==> src/rtl/fetch_ctrl.sv <==
// Instruction fetch controller: IDLE/RUN/DRAIN sequencer feeding a small instruction buffer from a combinational ROM.
// Build option FETCH_PREFETCH_EN: 2-entry buffer with same-cycle pop+push; otherwise a 1-entry buffer.
module fetch_ctrl #(
    parameter int AW = 8,
    parameter int DW = 16,
    parameter logic [AW-1:0] START_ADDR = '0
) (
    input  logic          clk,
    input  logic          rst_n,
    input  logic          start,
    input  logic          stop,
    input  logic          redirect,
    input  logic [AW-1:0] redirect_addr,
    output logic [AW-1:0] rom_addr,
    input  logic [DW-1:0] rom_data,
    output logic [DW-1:0] instr,
    output logic [AW-1:0] instr_pc,
    output logic          instr_valid,
    input  logic          instr_ready,
    output logic          busy
);

    // Consumer handshake: an entry leaves the buffer on a cycle where
    // instr_valid && instr_ready; instr/instr_pc hold while valid && !ready.
    typedef enum logic [1:0] {IDLE, RUN, DRAIN} state_t;

    state_t        state, state_next;
    logic [AW-1:0] fetch_pc, fetch_pc_next;
    logic [1:0]    count, count_next;
    logic [1:0]    wr_pos;
    logic          flush, pop, push, can_push;
    logic [DW-1:0] buf_data [2];
    logic [AW-1:0] buf_pc   [2];

    always_comb begin
        state_next    = state;
        fetch_pc_next = fetch_pc;
        flush         = 1'b0;
        push          = 1'b0;
        pop           = instr_valid && instr_ready && !(state == RUN && redirect);
`ifdef FETCH_PREFETCH_EN
        can_push      = (count != 2'd2) || pop;
`else
        can_push      = (count == 2'd0);
`endif
        case (state)
            IDLE: begin
                if (start) begin
                    state_next    = RUN;
                    fetch_pc_next = START_ADDR;
                end
            end
            RUN: begin
                if (redirect) begin
                    flush         = 1'b1;
                    fetch_pc_next = redirect_addr;
                end else begin
                    push = can_push;
                    if (can_push) fetch_pc_next = fetch_pc + 1'b1;
                    if (stop) state_next = DRAIN;
                end
            end
            DRAIN: ;
            default: state_next = IDLE;
        endcase
        count_next = flush ? 2'd0 : count + {1'b0, push} - {1'b0, pop};
        // Leave DRAIN on the same edge as the final pop so busy drops right after it.
        if (state == DRAIN && count_next == 2'd0) state_next = IDLE;
        wr_pos = count - {1'b0, pop};
    end

    always_ff @(posedge clk or negedge rst_n) begin
        if (!rst_n) begin
            state    <= IDLE;
            fetch_pc <= START_ADDR;
            count    <= 2'd0;
        end else begin
            state    <= state_next;
            fetch_pc <= fetch_pc_next;
            count    <= count_next;
        end
    end

    // Shift-to-head buffer: a pop moves entry 1 down; a push lands after the surviving entries.
    always_ff @(posedge clk or negedge rst_n) begin
        if (!rst_n) begin
            for (int i = 0; i < 2; i++) begin
                buf_data[i] <= '0;
                buf_pc[i]   <= '0;
            end
        end else begin
            if (pop) begin
                buf_data[0] <= buf_data[1];
                buf_pc[0]   <= buf_pc[1];
            end
            if (push) begin
                buf_data[wr_pos[0]] <= rom_data;
                buf_pc[wr_pos[0]]   <= fetch_pc;
            end
        end
    end

    assign rom_addr    = fetch_pc;
    assign instr       = buf_data[0];
    assign instr_pc    = buf_pc[0];
    assign instr_valid = (count != 2'd0);
    assign busy        = (state != IDLE);

endmodule

==> config.mk <==
export PLATFORM = sky130hd
export DESIGN_NAME = fetch_ctrl
export DESIGN_NICKNAME = d
export VERILOG_FILES = /design/src/rtl/fetch_ctrl.sv
export SDC_FILE = /design/constraint.sdc
export NUM_CORES = 1
export LEC_CHECK = 0
export BUFFER_PORTS_ARGS = -buffer_cell sky130_fd_sc_hd__buf_2
export CAP_MARGIN = 10
export CELL_PAD_IN_SITES_DETAIL_PLACEMENT = 2
export CELL_PAD_IN_SITES_GLOBAL_PLACEMENT = 2
export CORE_MARGIN = 4
export CORE_UTILIZATION = 31
export CTS_BUF_LIST = sky130_fd_sc_hd__clkbuf_8
export DETAILED_ROUTE_END_ITERATION = 10
export PLACE_DENSITY = 0.79
export SETUP_SLACK_MARGIN = 0.15
export SKIP_LAST_GASP = 1
export SYNTH_ARGS = -nofsm -noshare
export SYNTH_HDL_FRONTEND = slang
export SYNTH_SLANG_ARGS = --single-unit
==> constraint.sdc <==
create_clock -name clk -period 2.14 [get_ports clk]
set_clock_uncertainty 0.1 [all_clocks]
set_input_delay 0.428 -clock clk [delete_from_list [all_inputs] [get_ports clk]]
set_output_delay 0.428 -clock clk [all_outputs]
set_load 0.03 [all_outputs]
# After elaboration in Yosys (flattened, before gate mapping)
# Cells that the tools add are included.
dict set report op_classes {
  n_lt_le_gt_ge 2
  n_eq_ne 8
  n_addsub 4
  n_reduce_logical 14
  n_bitwise 1
  muxes 24
}
# cell n
set ops {}
lappend ops {{two-way mux 16 bit} 3}
lappend ops {{two-way mux 8 bit} 5}
lappend ops {{bitwise mux 32 bit} 1}
lappend ops {{two-way mux 32 bit} 1}
lappend ops {{bitwise mux 16 bit} 1}
lappend ops {{demux 16 bit (select 1 bit)} 1}
lappend ops {{one-hot mux 8 bit (2 select lines)} 1}
lappend ops {{two-way mux 2 bit} 5}
lappend ops {{adder 8 x 1 -> 8 bit (second input constant)} 1}
lappend ops {{demux 8 bit (select 1 bit)} 1}
lappend ops {{logical NOT 2 bit} 3}
lappend ops {{!= test 3 x 2 -> 1 bit (second input constant)} 2}
lappend ops {{!= test 3 bit (second input constant)} 2}
lappend ops {{one-hot mux 2 bit (3 select lines)} 1}
lappend ops {{nonzero test 2 bit} 3}
lappend ops {{logical AND 1 bit} 5}
lappend ops {{two-way mux 1 bit} 4}
lappend ops {{AND reduction 4 bit} 1}
lappend ops {{AND reduction 3 bit} 1}
lappend ops {{adder 2 x 1 -> 2 bit} 1}
lappend ops {{== test 2 x 1 -> 1 bit (second input constant)} 1}
lappend ops {{== test 2 bit (second input constant)} 1}
lappend ops {{greater-or-equal comparator 2 bit (second input constant)} 1}
lappend ops {{less-than comparator 2 x 1 -> 1 bit (second input constant)} 1}
lappend ops {{6 further kinds} 6}
dict set report totals {
  inputBits 30
  out_inout_bits 34
  reg_bits 60
}

# Depth between registers and ports, before layout
# Gate-level depths: netlist of run 1.
dict set report depth {
  depth_word 12
  depth_mapped 12
}

# Worst setup path after synthesis of run 1
# No wires, ideal clock.
dict set report synth_path {
  path_kind {input to register}
  startpoint {input redirect}
  endpoint {register state[1]}
  t_required_ns 1.957
  arrival_ns 2.156
  path_buffers 2
  path_stages 12
  slack_ns -0.199
  setup_ns 0.083
  path_cell_list {and2b_4 and2_4 buf_6 inv_2 buf_2 ha_1 inv_1 ha_1 xnor3_1 a21oi_1 o21ai_0 o21ai_0}
}
dict set report synth_via {
  elab_chain_cells 9
  word_cells_on_any_way 18
}
# element line
set synth_rtl {}
lappend synth_rtl {{start, declared} 12} ;# input logic redirect,
lappend synth_rtl {{two-way mux 1 bit / logical AND 1 bit (equally long branches)} {54, 40}}
lappend synth_rtl {{two-way mux 1 bit / logical NOT 1 bit (equally long branches)} {46, 40}}
lappend synth_rtl {{adder 2 x 1 -> 2 bit / logical AND 1 bit (equally long branches)} {66, 40}}
lappend synth_rtl {{subtractor 2 x 1 -> 2 bit} 66} ;# count_next = flush ? 2'd0 : count + {1'b0, push} - {1'b0, pop};
lappend synth_rtl {{two-way mux 2 bit (*)} 66}
lappend synth_rtl {{named net count_next[1]} 29} ;# logic [1:0] count, count_next;
lappend synth_rtl {{logical NOT 2 bit (*)} 68} ;# if (state == DRAIN && count_next == 2'd0) state_next = IDLE;
lappend synth_rtl {{logical AND 1 bit (*)} 68}
lappend synth_rtl {{!= test 3 x 2 -> 1 bit (no source line) (tied with other cells)} --}
lappend synth_rtl {{AND reduction 4 bit (no source line)} --}
lappend synth_rtl {{end signal, assigned} 78} ;# state <= state_next;
lappend synth_rtl {{end, declared} 27} ;# state_t state, state_next;
# The timed path passes the listed nets; every way through them passes the cells marked *.
# A chain may end at the register's enable or synchronous reset.

# Final worst setup path of run 1
dict set report layout_path {
  startpoint {register state[1]}
  endpoint {register state[1]}
}
dict set report layout_via {
  elab_chain_cells 10
  word_cells_on_any_way 20
}
# element line
set layout_rtl {}
lappend layout_rtl {{== test 2 x 1 -> 1 bit (*)} {40, 46}}
lappend layout_rtl {{parallel branches: the longest is 4 deep, another holds adder 2 x 1 -> 2 bit} --}
lappend layout_rtl {{two-way mux 2 bit (*)} 66}
lappend layout_rtl {{named net count_next[1]} 29}
lappend layout_rtl {{logical NOT 2 bit (*)} 68}
lappend layout_rtl {{logical AND 1 bit (*)} 68}
lappend layout_rtl {{!= test 3 x 2 -> 1 bit (no source line) (tied with other cells)} --}
lappend layout_rtl {{AND reduction 4 bit (no source line)} --}
# Mark *: on every way through the listed nets, which the timed path passes.

==> results of run 1 <==
[synth_stat cells (3+ instances only)]
master     count  area, um2
a21o_1         4       30.0
a21oi_1       15       75.1
a21oi_2       10       87.6
a22o_1         3       26.3
a22oi_1        3       22.5
a31oi_1        3       18.8
buf_2          4       20.0
buf_4         26        195
buf_6          3       33.8
clkbuf_1      25       93.8
dfrtp_1       60       1500
ha_1           3       37.5
inv_1         21       78.8
nand2_1       14       52.6
nand3_1        3       15.0
nor2_1         9       33.8
nor3_1         3       15.0
o21ai_0        6       30.0
o21ai_1        4       20.0
o22ai_1        9       56.3
o22ai_2       10        125
o2bb2ai_1      4       35.0
[repair_timing]
action / CTS / global route
pin swaps: 0 / 2
gates resized for setup: 1 / 5
setup endpoints to repair: 1 / 1
buffers inserted: 0 / 1
[area by class of cell]
type | instances | area share
Tap cell | 108 | 0.0424
Clock inverter | 6 | 0.00981
Inverter | 23 | 0.0279
Sequential cell | 60 | 0.472
Timing Repair Buffer | 75 | 0.135
Clock buffer | 10 | 0.0432
Multi-Input combinational cell | 120 | 0.270
[how the worst max path moves through the flow]
stage | startpoint | cells after the start | to | slack [ns]
floorplan | redirect | 12 | state[1] | 0.01
global placement | redirect | 11 | state[1] | 0.09
detailed placement | redirect | 11 | state[1] | 0.05
CTS | state[1] | 10 | state[1] | 0.15
global route | state[1] | 10 | state[1] | 0.07
finish | state[1] | 10 | state[1] | 0.19
[worst max-delay path, stage by stage (launching register included)]
cell	delay, ns
dfrtp_2	0.45
nand3b_1	0.24
nand3_2	0.12
inv_2	0.06
ha_4	0.26
inv_2	0.04
ha_4	0.14
xnor3_1	0.21
a21oi_2	0.05
o21ai_1	0.10
o21ai_1	0.08
[cells by family (layout without fill, tap and decap cells)]
kind of cell | count (synthesis) | count (layout)
fa+ha+maj | 3 | 3
flops | 60 | 60
buf+inv | 81 | 114
simple gates | 41 | 41
xor+xnor | 1 | 1
mux | 1 | 1
compound gates | 74 | 74
[metal layers]
layer	up-vias	GRT usage	part of all wire
met5	-	0	0
met2	41	0.227	0.50
li1	898	-	-
met1	918	0.169	0.44
met4	0	0.0515	0.015
met3	9	0.0307	0.046
[where the power goes]
group	total [mW]	internal (mW)	switching (mW)
sequential	1.75	1.47	0.278
clock	0.885	0.439	0.446
combinational	2.48	0.892	1.58
total	5.11	2.80	2.31
==> flow_metrics.tcl, run 1 <==
set metrics [dict create \
    finalSetupViolations 0 \
    clk_pin_slew_ns 0.07 \
    p_total_mw 5.11 \
    hold_buffers 0 \
    violations "negative hold slack" \
    wl_um 6640 \
    routedWlPerCell_um 16.5 \
    syn-num-nets 294 \
    dieArea_mm2 0.0104 \
    yosys.area_share.simple 0.0728 \
    yosysUniqueCellTypes 38 \
    h-tree-depth 3 \
    initial_core_util 0.317 \
    rows 34 \
    r2r-start "state[1]" \
    fmax_mhz 512 \
    synthAdderAreaFrac 0.0136 \
    ant_nets 0 \
    synth_flop_cell "dfrtp_1" \
    cts_tree "built" \
    grtUsageTotal 0.135 \
    die_w_um 102 \
    gr-total-overflow 0 \
    relSlewSlack 0.687 \
    post-route-worst-setup-slack_ns 0.187 \
    synth_cells 261 \
    start_kind "register" \
    drt_iter0_markers 51 \
    io-pin-count 64 \
    synth_xor_xnor_area_share 0.00819 \
    diodes 0 \
    hold_viol 1 \
    layout-drive-gt1-share 0.432 \
    layoutNonFillerInstCount 402 \
    crit_arrival_ns 2.06 \
    drc_errors 0 \
    multi_input_area_um2 862 \
    io_buffers 63 \
    total_leakage_power_nw 1.62 \
    synth-seq-cells 60 \
    place_area_mm2 0.00300 \
    hold_path.class "input pin to asynchronous set/reset pin" \
    final_area_mm2 0.00319 \
    rsz0062_at_grt "yes" \
    r2r_cells 10 \
    r2r_setup_slack_ns 0.19 \
    fin_crit_sh 0.913 \
    synth_seq_area_share 0.546 \
    grt_max_degree 61 \
    routed-via-count 1866 \
    reg2reg_to "state[1]" \
    drv_slew 0 \
    synth_edf_count 0 \
    period_minus_slack_ns 1.95 \
    dp.final_hpwl_um 4690 \
    cts-root-buf "clkbuf_8" \
    crit_required_ns 2.25 \
    endpoint_kind "register" \
    grt_pass1_vias 2097 \
    syn_avg_cell_area_um2 10.5 \
    cts_buffer_depth 2 \
    clk_latency_ns 0.33 \
    grt_pass1_wl_um 10700 \
    place_ws_ns 0.0548 \
    outcome "finished, violations left" \
    ir_drop_mv 0.455 \
    place_inst 385 \
    cap_violations 0 \
    syn_area_mm2 0.00275 \
    die_h_um 102 \
    holdWs_ns -0.00703 \
    synth_mux_area_frac 0.00409 \
    via_per_inst 4.64 \
    globalplace.congestion 0.756 \
    core_mm2 0.00868 \
    area_delta_synth_final_pct 15.9 \
    synth_compound_area_frac 0.200 \
    fin_util 0.368 \
    power_density_mw_per_mm2 1600 \
    path_max_fanout 7 \
    synth-async-reset-ratio 1.00 \
    tightest_slew_ns 0.469 \
    synth_top_family_by_area "compound AO/OA/AOI/OAI gates" \
    critical_path_class "register to register" \
    layout_common_cells "buf_2 (63), dfrtp_1 (58), inv_1 (20)" \
    numCtsBuffers 9 \
    final_common_cell "buf_2" \
    firstDrtPassIters 3 \
    n_fill_cell 946 \
    synth_warnings 0 \
    finalNetCount 322 \
    antenna_found_initial 0 \
    register_area_mm2 0.00150 \
    tns_ns 0 \
    cts_sinks 60 \
]
(Power assumes the default switching activity.)
==> run 2, diff against run 1 <==
- MAX_ROUTING_LAYER: not set -> met4
==> run 2 against run 1 <==
The flow still finishes with violations (negative hold slack). Global-route usage rose by 0.41 points. Clock power barely moved. Sequential share of layout area did not move. Non-clock buffer count did not move. Critical path depth did not move. Routed wire length rose by 0.21%. Worst hold slack barely moved. Design area did not move. Flip-flop and latch count did not move. Fmax barely moved. Clock-buffer cell count did not move. Via count rose by 0.27%. Critical endpoint unchanged. Largest cell class unchanged.
==> flow_metrics.tcl, run 2 (synthesis gave the netlist of run 1 again) <==
set metrics [dict create \
    drv_slew 0 \
    h-tree-depth 3 \
    layout-drive-gt1-share 0.432 \
    rows 34 \
    crit_required_ns 2.25 \
    routed-via-count 1871 \
    numCtsBuffers 9 \
    layout_common_cells "buf_2 (63), dfrtp_1 (58), inv_1 (20)" \
    wl_um 6650 \
    power_density_mw_per_mm2 1600 \
    critical_path_class "register to register" \
    relSlewSlack 0.695 \
    tightest_slew_ns 0.458 \
    die_w_um 102 \
    hold_path.class "input pin to asynchronous set/reset pin" \
    routedWlPerCell_um 16.5 \
    initial_core_util 0.317 \
    antenna_found_initial 0 \
    io_buffers 63 \
    grt_pass1_vias 2087 \
    core_mm2 0.00868 \
    critPathMaxStageDelay_ns 0.45 \
    rsz0062_at_grt "yes" \
    cts-root-buf "clkbuf_8" \
    io-pin-count 64 \
    start_kind "register" \
    path_cells "nand3b_1 -> nand3_2 -> inv_2 -> ha_4 -> inv_2 -> ha_4 -> xnor3_1 -> a21oi_2 -> o21ai_1 -> o21ai_1" \
    globalplace.congestion 0.766 \
    dp.final_hpwl_um 4690 \
    ant_nets 0 \
    dieArea_mm2 0.0104 \
    firstDrtPassIters 4 \
    clk_pin_slew_ns 0.07 \
    die_h_um 102 \
    total_leakage_power_nw 1.62 \
    via_per_inst 4.65 \
    fmax_mhz 512 \
    ir_drop_mv 0.455 \
    hold_viol 1 \
    clk_latency_ns 0.33 \
    drc_errors 0 \
    cts_buffer_depth 2 \
    finalNetCount 322 \
    grt_max_degree 61 \
    path_max_fanout 7 \
    cp_slowest_cell "dfrtp_2" \
    outcome "finished, violations left" \
    hold_buffers 0 \
    final_common_cell "buf_2" \
    drt_iter0_markers 59 \
    gr-total-overflow 0 \
    endpoint_kind "register" \
    area_delta_synth_final_pct 15.9 \
    period_minus_slack_ns 1.95 \
    crit_arrival_ns 2.06 \
    grtUsageTotal 0.139 \
    diodes 0 \
    fin_crit_sh 0.912 \
    cts_tree "built" \
    cts_sinks 60 \
    cap_violations 0 \
    tns_ns 0 \
    n_fill_cell 946 \
    holdWs_ns -0.00684 \
    finalSetupViolations 0 \
    grt_pass1_wl_um 10700 \
    violations "negative hold slack" \
]
==> run 2: cell counts in the layout (fill, tap and decap cells not counted) <==
Identical to the previous run, type by type.
==> run 2: stage by stage <==
step | setup slack (ns) | cell area, um2 | power (mW) | std cells | utilization
2_1_floorplan | 0.00953 | 2790 | 3.79 | 261 | -
3_3_place_gp | 0.0900 | 3000 | 4.17 | 385 | 0.345
3_5_place_dp | 0.0548 | 3000 | 4.28 | 385 | 0.345
4_1_cts | 0.152 | 3170 | 5.19 | 401 | 0.365
5_1_grt | 0.0690 | 3190 | 5.49 | 402 | 0.368
6_report | 0.187 | 3190 | 5.11 | 402 | 0.368
==> run 2: path summary, 6_finish.rpt <==
path	startpoint	end	slack [ns]	cells past startpoint
min in group clk	stop	state[0]	0.19	2
setup / recovery	state[1]	state[1]	0.19	10
setup reg to reg	state[1]	state[1]	0.19	10
hold reg to reg	register	register	0.28	0
hold / removal	rst_n	instr[12]	-0.007	2
max in group asynchronous	rst_n	state[1]	1.65	2
==> run 2: layout make-up <==
cell class / instances / area (um2) / area share
clock buffers: 10 / 138 / 0.0432
clock inverters: 6 / 31.3 / 0.00981
inverters: 23 / 88.8 / 0.0279
multi-input cells: 120 / 862 / 0.270
flip-flops and latches: 60 / 1500 / 0.472
well taps: 108 / 135 / 0.0424
repair buffers: 75 / 430 / 0.135
==> run 2: power breakdown <==
part	total [mW]	switching (mW)	internal [mW]
logic	2.48	1.58	0.892
registers	1.75	0.277	1.47
clock network	0.886	0.447	0.439
==> run 2: worst max-delay path, delay by kind of cell, from the launching register on <==
| kind | cells | cell delay (ns) |
|---|---|---|
| DFF | 1 | 0.45 |
| adders and majority gates | 2 | 0.40 |
| AOI/OAI and AO/OA | 3 | 0.23 |
| and+or+nand+nor | 2 | 0.36 |
| xor gates and xnor gates | 1 | 0.21 |
| buffers and inverters | 2 | 0.10 |
==> run 2: layer usage <==
| layer | wire length (um) | global-route usage | up-vias |
|---|---|---|---|
| li1 | - | - | 902 |
| met1 | 2960 | 0.170 | 918 |
| met2 | 3290 | 0.227 | 42 |
| met3 | 294 | 0.0280 | 9 |
| met4 | 108 | 0.0515 | 0 |
| met5 | 0 | - | - |
==> run 2: what timing repair did <==
item	4_1_cts	5_1_grt
endpoints found under the setup margin	1	1
gates resized for setup	1	5
buffers inserted	0	1
hold endpoints to repair	0	0
pin swaps	0	2
